--- src/rtl/mirror_display_pkg.sv ---
// Shared constants for the mirror display sequencer.
// Holds the default geometry (channel word width, channel count, dwell time)
// and the fixed meaning of the first four channel slots as wired from the
// vehicle-data registers.
package mirror_display_pkg;

    localparam int DEF_WIDTH        = 8;
    localparam int DEF_CHANNELS     = 4;
    localparam int DEF_DWELL_CYCLES = 50_000_000;

    // Channel slot assignment of the vehicle-data words
    localparam int CH_TEMP      = 0;
    localparam int CH_AVG_MPG   = 1;
    localparam int CH_INST_MPG  = 2;
    localparam int CH_MILES_REM = 3;

endpackage

--- src/rtl/mds_next_chan.sv ---
// Rotate-priority search for the next enabled display channel.
// Scans sel+1, sel+2, ... (wrapping modulo CHANNELS) and returns the first
// enabled index. When no other channel is enabled the current index is
// returned unchanged.
// Ports:
//   sel      - currently displayed channel index
//   chan_en  - per-channel enable mask
//   next_idx - first enabled channel after sel in rotation order, else sel
//   any_en   - at least one channel is enabled
module mds_next_chan #(
    parameter int CHANNELS = 4,
    parameter int SEL_W    = 2
) (
    input  logic [SEL_W-1:0]    sel,
    input  logic [CHANNELS-1:0] chan_en,
    output logic [SEL_W-1:0]    next_idx,
    output logic                any_en
);

    always_comb begin
        int  j;
        logic found;
        next_idx = sel;
        found    = 1'b0;
        j        = 0;
        // k starts at 1 so sel itself is never chosen by the scan; it only
        // survives through the default above.
        for (int k = 1; k < CHANNELS; k++) begin
            j = int'(sel) + k;
            if (j >= CHANNELS) begin
                j = j - CHANNELS;
            end
            if (!found && chan_en[j]) begin
                next_idx = SEL_W'(j);
                found    = 1'b1;
            end
        end
        any_en = |chan_en;
    end

endmodule

--- src/rtl/mirror_display_sequencer.sv ---
// Mirror display channel sequencer.
// Selects one of CHANNELS vehicle-data words for the mirror display and
// registers it. The shown channel advances on a debounced button press or,
// in auto mode, when the dwell timer expires. Disabled channels are skipped
// and a channel disabled while shown is left on the next cycle. Freeze holds
// display, selection and timer; presses seen during freeze are dropped.
// Ports:
//   clk, rst_n    - clock, synchronous active-low reset
//   data_in       - packed channel words, channel i at [i*WIDTH +: WIDTH]
//   chan_en       - per-channel enable mask
//   mode_auto     - 1 = timer rotation, 0 = manual only
//   next_btn      - debounced advance button (level)
//   freeze        - hold everything
//   display       - registered word of the selected channel
//   sel           - index of the displayed channel
//   display_valid - displayed channel is enabled
//   sel_changed   - one-cycle pulse when sel takes a new value
module mirror_display_sequencer
    import mirror_display_pkg::*;
#(
    parameter  int WIDTH        = DEF_WIDTH,
    parameter  int CHANNELS     = DEF_CHANNELS,
    parameter  int DWELL_CYCLES = DEF_DWELL_CYCLES,
    localparam int SEL_W        = $clog2(CHANNELS)
) (
    input  logic                      clk,
    input  logic                      rst_n,
    input  logic [CHANNELS*WIDTH-1:0] data_in,
    input  logic [CHANNELS-1:0]       chan_en,
    input  logic                      mode_auto,
    input  logic                      next_btn,
    input  logic                      freeze,
    output logic [WIDTH-1:0]          display,
    output logic [SEL_W-1:0]          sel,
    output logic                      display_valid,
    output logic                      sel_changed
);

    localparam int              DW_W       = $clog2(DWELL_CYCLES);
    localparam logic [DW_W-1:0] DWELL_LAST = DW_W'(DWELL_CYCLES - 1);

    logic [SEL_W-1:0] next_idx;
    logic [SEL_W-1:0] sel_nxt;
    logic             any_en;
    logic [DW_W-1:0]  dwell_q;
    logic [DW_W-1:0]  dwell_nxt;
    logic             btn_q;
    logic             mode_q;
    logic             press;
    logic             expire;
    logic             advance;
    logic [WIDTH-1:0] word_nxt;
    logic             valid_nxt;

    mds_next_chan #(
        .CHANNELS (CHANNELS),
        .SEL_W    (SEL_W)
    ) u_next_chan (
        .sel      (sel),
        .chan_en  (chan_en),
        .next_idx (next_idx),
        .any_en   (any_en)
    );

    always_comb begin
        press   = next_btn & ~btn_q;
        expire  = mode_auto && (dwell_q == DWELL_LAST);
        // Press, expiry and forced skip all collapse into one advance.
        advance = !freeze && (press || expire || !chan_en[sel]);
        sel_nxt = advance ? next_idx : sel;

        dwell_nxt = dwell_q;
        if (!freeze) begin
            if (advance || !mode_auto || (mode_auto != mode_q)) begin
                dwell_nxt = '0;
            end else begin
                // Cannot pass DWELL_LAST: reaching it in auto mode advances.
                dwell_nxt = dwell_q + 1'b1;
            end
        end

        // Look up the word of the sel value being registered this cycle so
        // display and sel always refer to the same channel.
        word_nxt  = data_in[sel_nxt*WIDTH +: WIDTH];
        valid_nxt = any_en && chan_en[sel_nxt];
    end

    always_ff @(posedge clk) begin
        if (!rst_n) begin
            sel           <= '0;
            display       <= '0;
            display_valid <= 1'b0;
            sel_changed   <= 1'b0;
            dwell_q       <= '0;
            btn_q         <= 1'b0;
            // Track the mode through reset so release does not look like a
            // mode change and shorten or stretch the first dwell.
            mode_q        <= mode_auto;
        end else begin
            btn_q   <= next_btn;
            mode_q  <= mode_auto;
            dwell_q <= dwell_nxt;
            if (!freeze) begin
                sel           <= sel_nxt;
                display       <= word_nxt;
                display_valid <= valid_nxt;
                sel_changed   <= (sel_nxt != sel);
            end else begin
                sel_changed   <= 1'b0;
            end
        end
    end

endmodule

--- config.mk ---
export PLATFORM = sky130hd
export DESIGN_NAME = mirror_display_sequencer
export DESIGN_NICKNAME = d
export VERILOG_FILES = /design/src/rtl/mirror_display_pkg.sv /design/src/rtl/mds_next_chan.sv /design/src/rtl/mirror_display_sequencer.sv
export SDC_FILE = /design/constraint.sdc
export NUM_CORES = 1
export LEC_CHECK = 0
export ABC_AREA = 1
export ABC_CLOCK_PERIOD_IN_PS = 2520
export CAP_MARGIN = 20
export CELL_PAD_IN_SITES_DETAIL_PLACEMENT = 1
export CELL_PAD_IN_SITES_GLOBAL_PLACEMENT = 1
export CORE_AREA = 8 8 74 124
export CTS_CLUSTER_SIZE = 12
export DETAILED_ROUTE_END_ITERATION = 6
export DIE_AREA = 0 0 82 132
export PLACE_DENSITY_LB_ADDON = 0.1
export REMOVE_ABC_BUFFERS = 1
export SYNTH_ARGS = -nofsm -noshare
export SYNTH_HDL_FRONTEND = slang
export SYNTH_SLANG_ARGS = --single-unit
--- constraint.sdc ---
create_clock -name clk -period 2.52 [get_ports clk]
set_clock_uncertainty 0.15 [all_clocks]
set_input_delay 0.504 -clock clk [delete_from_list [all_inputs] [get_ports clk]]
set_output_delay 0.504 -clock clk [all_outputs]
set_load 0.1 [all_outputs]
# ---- Word-level counts from Yosys, hierarchy flattened
# Index checks and enable logic that the tools add are counted.
dict set report word_totals {
  reg_bits 40
  input_bits 41
}
dict set report classes {
  n_addsub 7
  n_lt_le_gt_ge 8
  n_eq_ne 3
  n_shift 1
  mux 23
  bitwise_logic 3
  reduce_logical 16
}
# op n
set op_table {}
lappend op_table {{$ge A32 B4 Y1 const B} 3}
lappend op_table {{$lt A32 B4 Y1 const B} 3}
lappend op_table {{$mux W32} 3}
lappend op_table {{$sub A32 B4 Y32 const B} 3}
lappend op_table {{$shiftx A32 B6 Y8} 1}
lappend op_table {{$add A26 B1 Y26 const B} 1}
lappend op_table {{$eq A26 B26 Y1 const B} 1}
lappend op_table {{$mux W26} 1}
lappend op_table {{$bmux W1 S2} 5}
lappend op_table {{$mux W1} 10}
lappend op_table {{$mux W2} 4}
lappend op_table {{$add A2 B2 Y3 const B} 2}
lappend op_table {{$lt A2 B3 Y1 const B} 2}
lappend op_table {{$logic_and A1 B1 Y1} 5}
lappend op_table {{$logic_not A1 Y1} 5}
lappend op_table {{$logic_or A1 B1 Y1} 4}
lappend op_table {{$reduce_or A4 Y1} 1}
lappend op_table {{$add A2 B1 Y3 const B} 1}
lappend op_table {{$ne A2 B2 Y1} 1}
lappend op_table {{$not A1 Y1} 2}
lappend op_table {{$reduce_or A2 Y1} 1}
lappend op_table {{$and A1 B1 Y1} 1}
lappend op_table {{$ne A1 B1 Y1} 1}

# ---- Longest topological paths before layout
dict set report logic_depth {
  ltp_word 17
  depth_mapped 16
  mapped_depth_nobuf 15
}

# ---- Cells and area by module
# Synthesis repeated with hierarchy kept, for this count alone.
dict set report hier_totals {
  cells_unflattened 426
  area_unflattened_um2 2616.3
}
# mod instances cells_per_inst area_per_inst_um2 seq_area_each_um2
set modules_own_cells {}
lappend modules_own_cells {mirror_display_sequencer 1 371 2363.5 800.8}
lappend modules_own_cells {mds_next_chan 1 55 252.7 0.0}

# ---- Worst setup path before layout
# Ideal clock, no wire load.
dict set report synth_path {
  kind {register to register}
  from {reg sel[0]}
  to {reg display[3]}
  t_arrival_ns 2.280
  t_required_ns 2.261
  slack_ns -0.019
  stages_incl_launch_ff 16
  path_buffers 2
  synth_period_minus_slack_ns 2.539
  path_cell_list {dfxtp_1 > buf_6 > inv_6 > nand2_4 > nand2_1 > nand2_1 > nand2_1 > o21ai_4 > nand3_4 > nand2_1 > buf_4 > nand3_1 > nand3_1 > nand3_1 > nand2_1 > inv_1}
}
dict set report synth_between {
  elab_chain_cells 15
  elab_cells_between_ends 37
}
# element line_no
set synth_rtl {}
lappend synth_rtl {{from (decl)} mirror_display_sequencer.sv:34} ;# output logic [SEL_W-1:0] sel,
lappend synth_rtl {{from (signal assigned)} mirror_display_sequencer.sv:104} ;# sel <= sel_nxt;
lappend synth_rtl {{$add A2 B1 Y3} mds_next_chan.sv:29} ;# j = int'(sel) + k;
lappend synth_rtl {{$sub A32 B4 Y32 or $ge A32 B4 Y1 (tied branches)} {mds_next_chan.sv:31, mds_next_chan.sv:30}}
lappend synth_rtl {{$mux W32} mds_next_chan.sv:30} ;# if (j >= CHANNELS) begin
lappend synth_rtl {{$bmux W1 S2} mds_next_chan.sv:33} ;# if (!found && chan_en[j]) begin
lappend synth_rtl {{$mux W1 (not written as such) (2 in a row)} mds_next_chan.sv:33}
lappend synth_rtl {{$mux W1} mds_next_chan.sv:33}
lappend synth_rtl {{$logic_not A1 Y1} mds_next_chan.sv:33}
lappend synth_rtl {{$logic_and A1 B1 Y1} mds_next_chan.sv:33}
lappend synth_rtl {{$mux W1} mds_next_chan.sv:33}
lappend synth_rtl {{$logic_not A1 Y1} mds_next_chan.sv:33}
lappend synth_rtl {{$logic_and A1 B1 Y1} mds_next_chan.sv:33}
lappend synth_rtl {{$mux W2} mds_next_chan.sv:33}
lappend synth_rtl {{$mux W2 (*)} mirror_display_sequencer.sv:70} ;# sel_nxt = advance ? next_idx : sel;
lappend synth_rtl {{$shiftx A32 B6 Y8 (*)} mirror_display_sequencer.sv:84} ;# word_nxt = data_in[sel_nxt*WIDTH +: WIDTH];
lappend synth_rtl {{to (signal assigned)} mirror_display_sequencer.sv:105} ;# display <= word_nxt;
lappend synth_rtl {{to (decl)} mirror_display_sequencer.sv:33} ;# output logic [WIDTH-1:0] display,
# Mark *: on every way between the ends. The rest lies on a longest branch, timed or not. The select of a mux whose other input is x is not followed.
# A chain may end at the register's enable or synchronous reset.

# ---- Worst setup path in the final report
dict set report layout_path {
  from {in chan_en[2]}
  to {reg display[0]}
}
dict set report layout_between {
  elab_chain_cells 12
  elab_cells_between_ends 25
}
# element line_no
set layout_rtl {}
lappend layout_rtl {{from (decl)} mirror_display_sequencer.sv:29} ;# input logic [CHANNELS-1:0] chan_en,
lappend layout_rtl {{$bmux W1 S2} mds_next_chan.sv:33}
lappend layout_rtl {{$mux W1 (not written as such) (2 in a row)} mds_next_chan.sv:33}
lappend layout_rtl {{$mux W1} mds_next_chan.sv:33}
lappend layout_rtl {{$logic_not A1 Y1} mds_next_chan.sv:33}
lappend layout_rtl {{$logic_and A1 B1 Y1} mds_next_chan.sv:33}
lappend layout_rtl {{$mux W1} mds_next_chan.sv:33}
lappend layout_rtl {{$logic_not A1 Y1} mds_next_chan.sv:33}
lappend layout_rtl {{$logic_and A1 B1 Y1} mds_next_chan.sv:33}
lappend layout_rtl {{$mux W2} mds_next_chan.sv:33}
lappend layout_rtl {{$mux W2 (*)} mirror_display_sequencer.sv:70}
lappend layout_rtl {{$shiftx A32 B6 Y8 (*)} mirror_display_sequencer.sv:84}
# Marked as above.

==> results.py <==
metrics = {
    "cts": {
        "cts_buffers": 5,
        "cts_root_buf": "clkbuf_16",
        "postCtsHoldBufs": 0,
        "cts_tree": "yes",
        "cts_num_sinks": 40,
        "cts_max_level": 2,
        "insertion_delay_ns": 0.29,
        "clk_pin_slew_ns": 0.06,
        "clockBufferDepth": 2,
    },
    "routing": {
        "drt-initial-drc-count": 55,
        "drtPass1Iterations": 4,
        "highest_layer": "met4",
        "vias_per_cell": 4.92,
        "ant_nets": 0,
        "num_vias": 2723,
        "wl_met1_um": 2930,
        "wl_met2_um": 4840,
        "routed_wl_um": 8110,
        "route.detailed.drc": 0,
        "wire_per_inst_um": 14.6,
        "wl_met3_um": 192,
    },
    "place": {
        "post-place-ws_ns": -0.111,
        "place_area_um2": 3360,
        "dp_cells": 545,
        "port_buffers": 52,
        "dp_hpwl_um": 6550,
        "place_congestion": 0.777,
    },
    "floorplanning": {
        "start_util_pct": 35.1,
        "dieArea_um2": 10800,
        "std_cell_rows": 42,
        "coreArea_um2": 7460,
        "die_h_um": 132,
        "die_w_um": 82,
        "ios": 53,
    },
    "synthesis": {
        "synthDistinctLibCells": 39,
        "ys_top_cells_by_count": "nand2_1, nor2_1, inv_1",
        "yosysMostFrequentCell": "nand2_1",
        "syn_inst": 395,
        "netlist_area_um2": 2620,
        "yosys.area.top_type": "dfxtp_1",
        "synth-seq-cells": 40,
        "synth-async-reset-ratio_pct": 0,
        "synth_area_leaders": "dfxtp_1, nand2_1, nand3_1",
        "avgSynthCellArea_um2": 6.64,
        "yosysTopAreaCellShare_pct": 30.5,
        "ys_seq_area_share_pct": 30.5,
        "synth_edf_count": 0,
        "yosys_warnings": 0,
        "synthFlopType": "dfxtp_1",
    },
    "setup_path": {
        "slowest_delay_ns": 0.48,
        "crit_type": "in2reg",
        "critPathCaptureType": "flop",
        "startpoint_type": "primary input",
        "crit_path_max_fanout": 4,
        "crit_top_cell": "nand2_1",
        "path_cells": "clkdlybuf4s50_1 -> nand2_1 -> nand2_1 -> nor2_2 -> buf_4 -> nand2_1 -> nand2_1 -> nand2_1 -> nand2_2 -> nor2_2 -> nor2_2 -> nand3_1 -> nand3_1 -> nand2_1 -> inv_1",
        "crit_slowest_cell": "clkdlybuf4s50_1",
        "required_ns": 2.61,
        "cp.arrival_ns": 2.44,
    },
    "timing": {
        "finalCritPeriodShare_pct": 93.4,
        "relSlewSlack_pct": 66.2,
        "final_max_slew_viol_count": 0,
        "hold_violations": 0,
        "rsz0062_at_grt": "no",
        "tns_ns": 0,
        "setup_viol": 0,
        "tightest_slew_ns": 0.507,
        "post-route-min-period_ns": 2.35,
        "worst_slack_ns": 0.165,
        "clock.fmax_mhz": 425,
    },
    "cells_and_area": {
        "area_growth_pct": 34.2,
        "drive_gt1_share_pct": 15.9,
        "final_cells": 554,
        "final_nets": 507,
        "finalInstanceArea_um2": 3520,
        "finish.utilization_pct": 47.1,
        "multi_input_area_um2": 1510,
        "n_antenna_cell": 0,
        "n_fill_cell": 974,
        "seqCellArea_um2": 801,
    },
    "status": {
        "status": "complete, no violations",
    },
    "run": {
        "cap_viol_max_count": 0,
    },
    "worst_hold_path": {
        "holdCritPathClass": "reg2reg",
    },
    "grt": {
        "track_usage_pct": 16.2,
        "overflow": 0,
        "antenna_found_initial": 0,
        "grt_max_degree": 25,
        "grt_pass1_vias": 3056,
        "grt_pass1_wl_um": 14100,
    },
    "power": {
        "irDropWorstVdd_uv": 306,
        "power.density_nw_per_um2": 660,
        "leakagePower_nw": 1.56,
    },
}
-- metal layers --
layer	vias to the layer above	global-route usage, %
met2	38	32.3
met4	0	5.70
met5	-	0
li1	1390	-
met1	1285	15.1
met3	10	2.60
-- registers in the layout (all words and copies together), names as in the netlist --
| signal | count |
|---|---|
| dwell_q | 26 |
| display | 8 |
| sel | 2 |
| btn_q | 1 |
| display_valid | 1 |
| mode_q | 1 |
| sel_changed | 1 |
-- where the power goes --
group	switching, mW	internal (mW)
registers	0.0232	0.665
clock network	0.267	0.395
logic	0.616	0.357
-- cell usage in the layout (no fill, tap or decap), types with 2 or more instances in the layout --
master / netlist / routed
o21ai_4: 2 / 2
nand3b_1: 20 / 20
nand2_2: 7 / 7
inv_1: 56 / 56
nor3_1: 7 / 7
xor2_1: 11 / 11
nand3_1: 46 / 46
nor2_2: 4 / 6
nand2_1: 88 / 88
dfxtp_1: 40 / 40
nor2_1: 57 / 56
nor4_1: 3 / 3
nand2_4: 3 / 3
a221oi_1: 2 / 2
o21ai_1: 2 / 2
inv_2: 3 / 3
buf_12: 0 / 5
and3_1: 2 / 2
buf_4: 3 / 29
nor3_2: 6 / 6
nand4_1: 4 / 4
clkbuf_16: 0 / 5
a21oi_1: 6 / 6
clkdlybuf4s50_1: 0 / 40
-- cell families after synthesis --
kind of cell / count (synthesis) / share of synthesized area (%)
AOI/OAI and AO/OA: 18 / 5.16
xor gates and xnor gates: 12 / 4.01
adders and majority gates: 1 / 0.477
buffers and inverters: 72 / 12.2
DFF: 40 / 30.5
and+or+nand+nor: 252 / 47.6
-- metrics by stage --
step	total power, mW	hold WS, ns
4_1_cts	2.34	0.328
2_1_floorplan	1.32	0.310
3_5_place_dp	1.67	0.315
5_1_grt	2.44	0.355
6_report	2.32	0.319
3_3_place_gp	1.66	0.306
-- area by class of cell --
| type | instances | share of cell area [%] |
|---|---|---|
| clock buffers | 7 | 4.05 |
| clock inverters | 1 | 0.213 |
| inverters | 60 | 6.54 |
| multi-input cells | 284 | 42.9 |
| flip-flops and latches | 40 | 22.8 |
| well taps | 88 | 3.13 |
| repair buffers | 74 | 20.4 |
-- final timing paths --
path                               startpoint            end  slack (ns)  cells after the start
worst max register to register     dwell_q[0]     display[0]        0.29                     14
worst min-delay path            display_valid  display_valid        0.32                      2
worst max-delay path               chan_en[2]     display[0]        0.17                     15
worst min register to register  display_valid  display_valid        0.32                      2
-- worst max-delay path, delay by kind of cell --
kind	cells	cell delay, ns
buffers and inverters	3	0.66
AND/OR/NAND/NOR	12	1.28
-- repair_timing --
item,CTS,global route
gates resized for setup,0,1
setup buffers,0,0
endpoints found under the setup margin,0,3
Note: power is estimated with default switching activity, not from simulation.
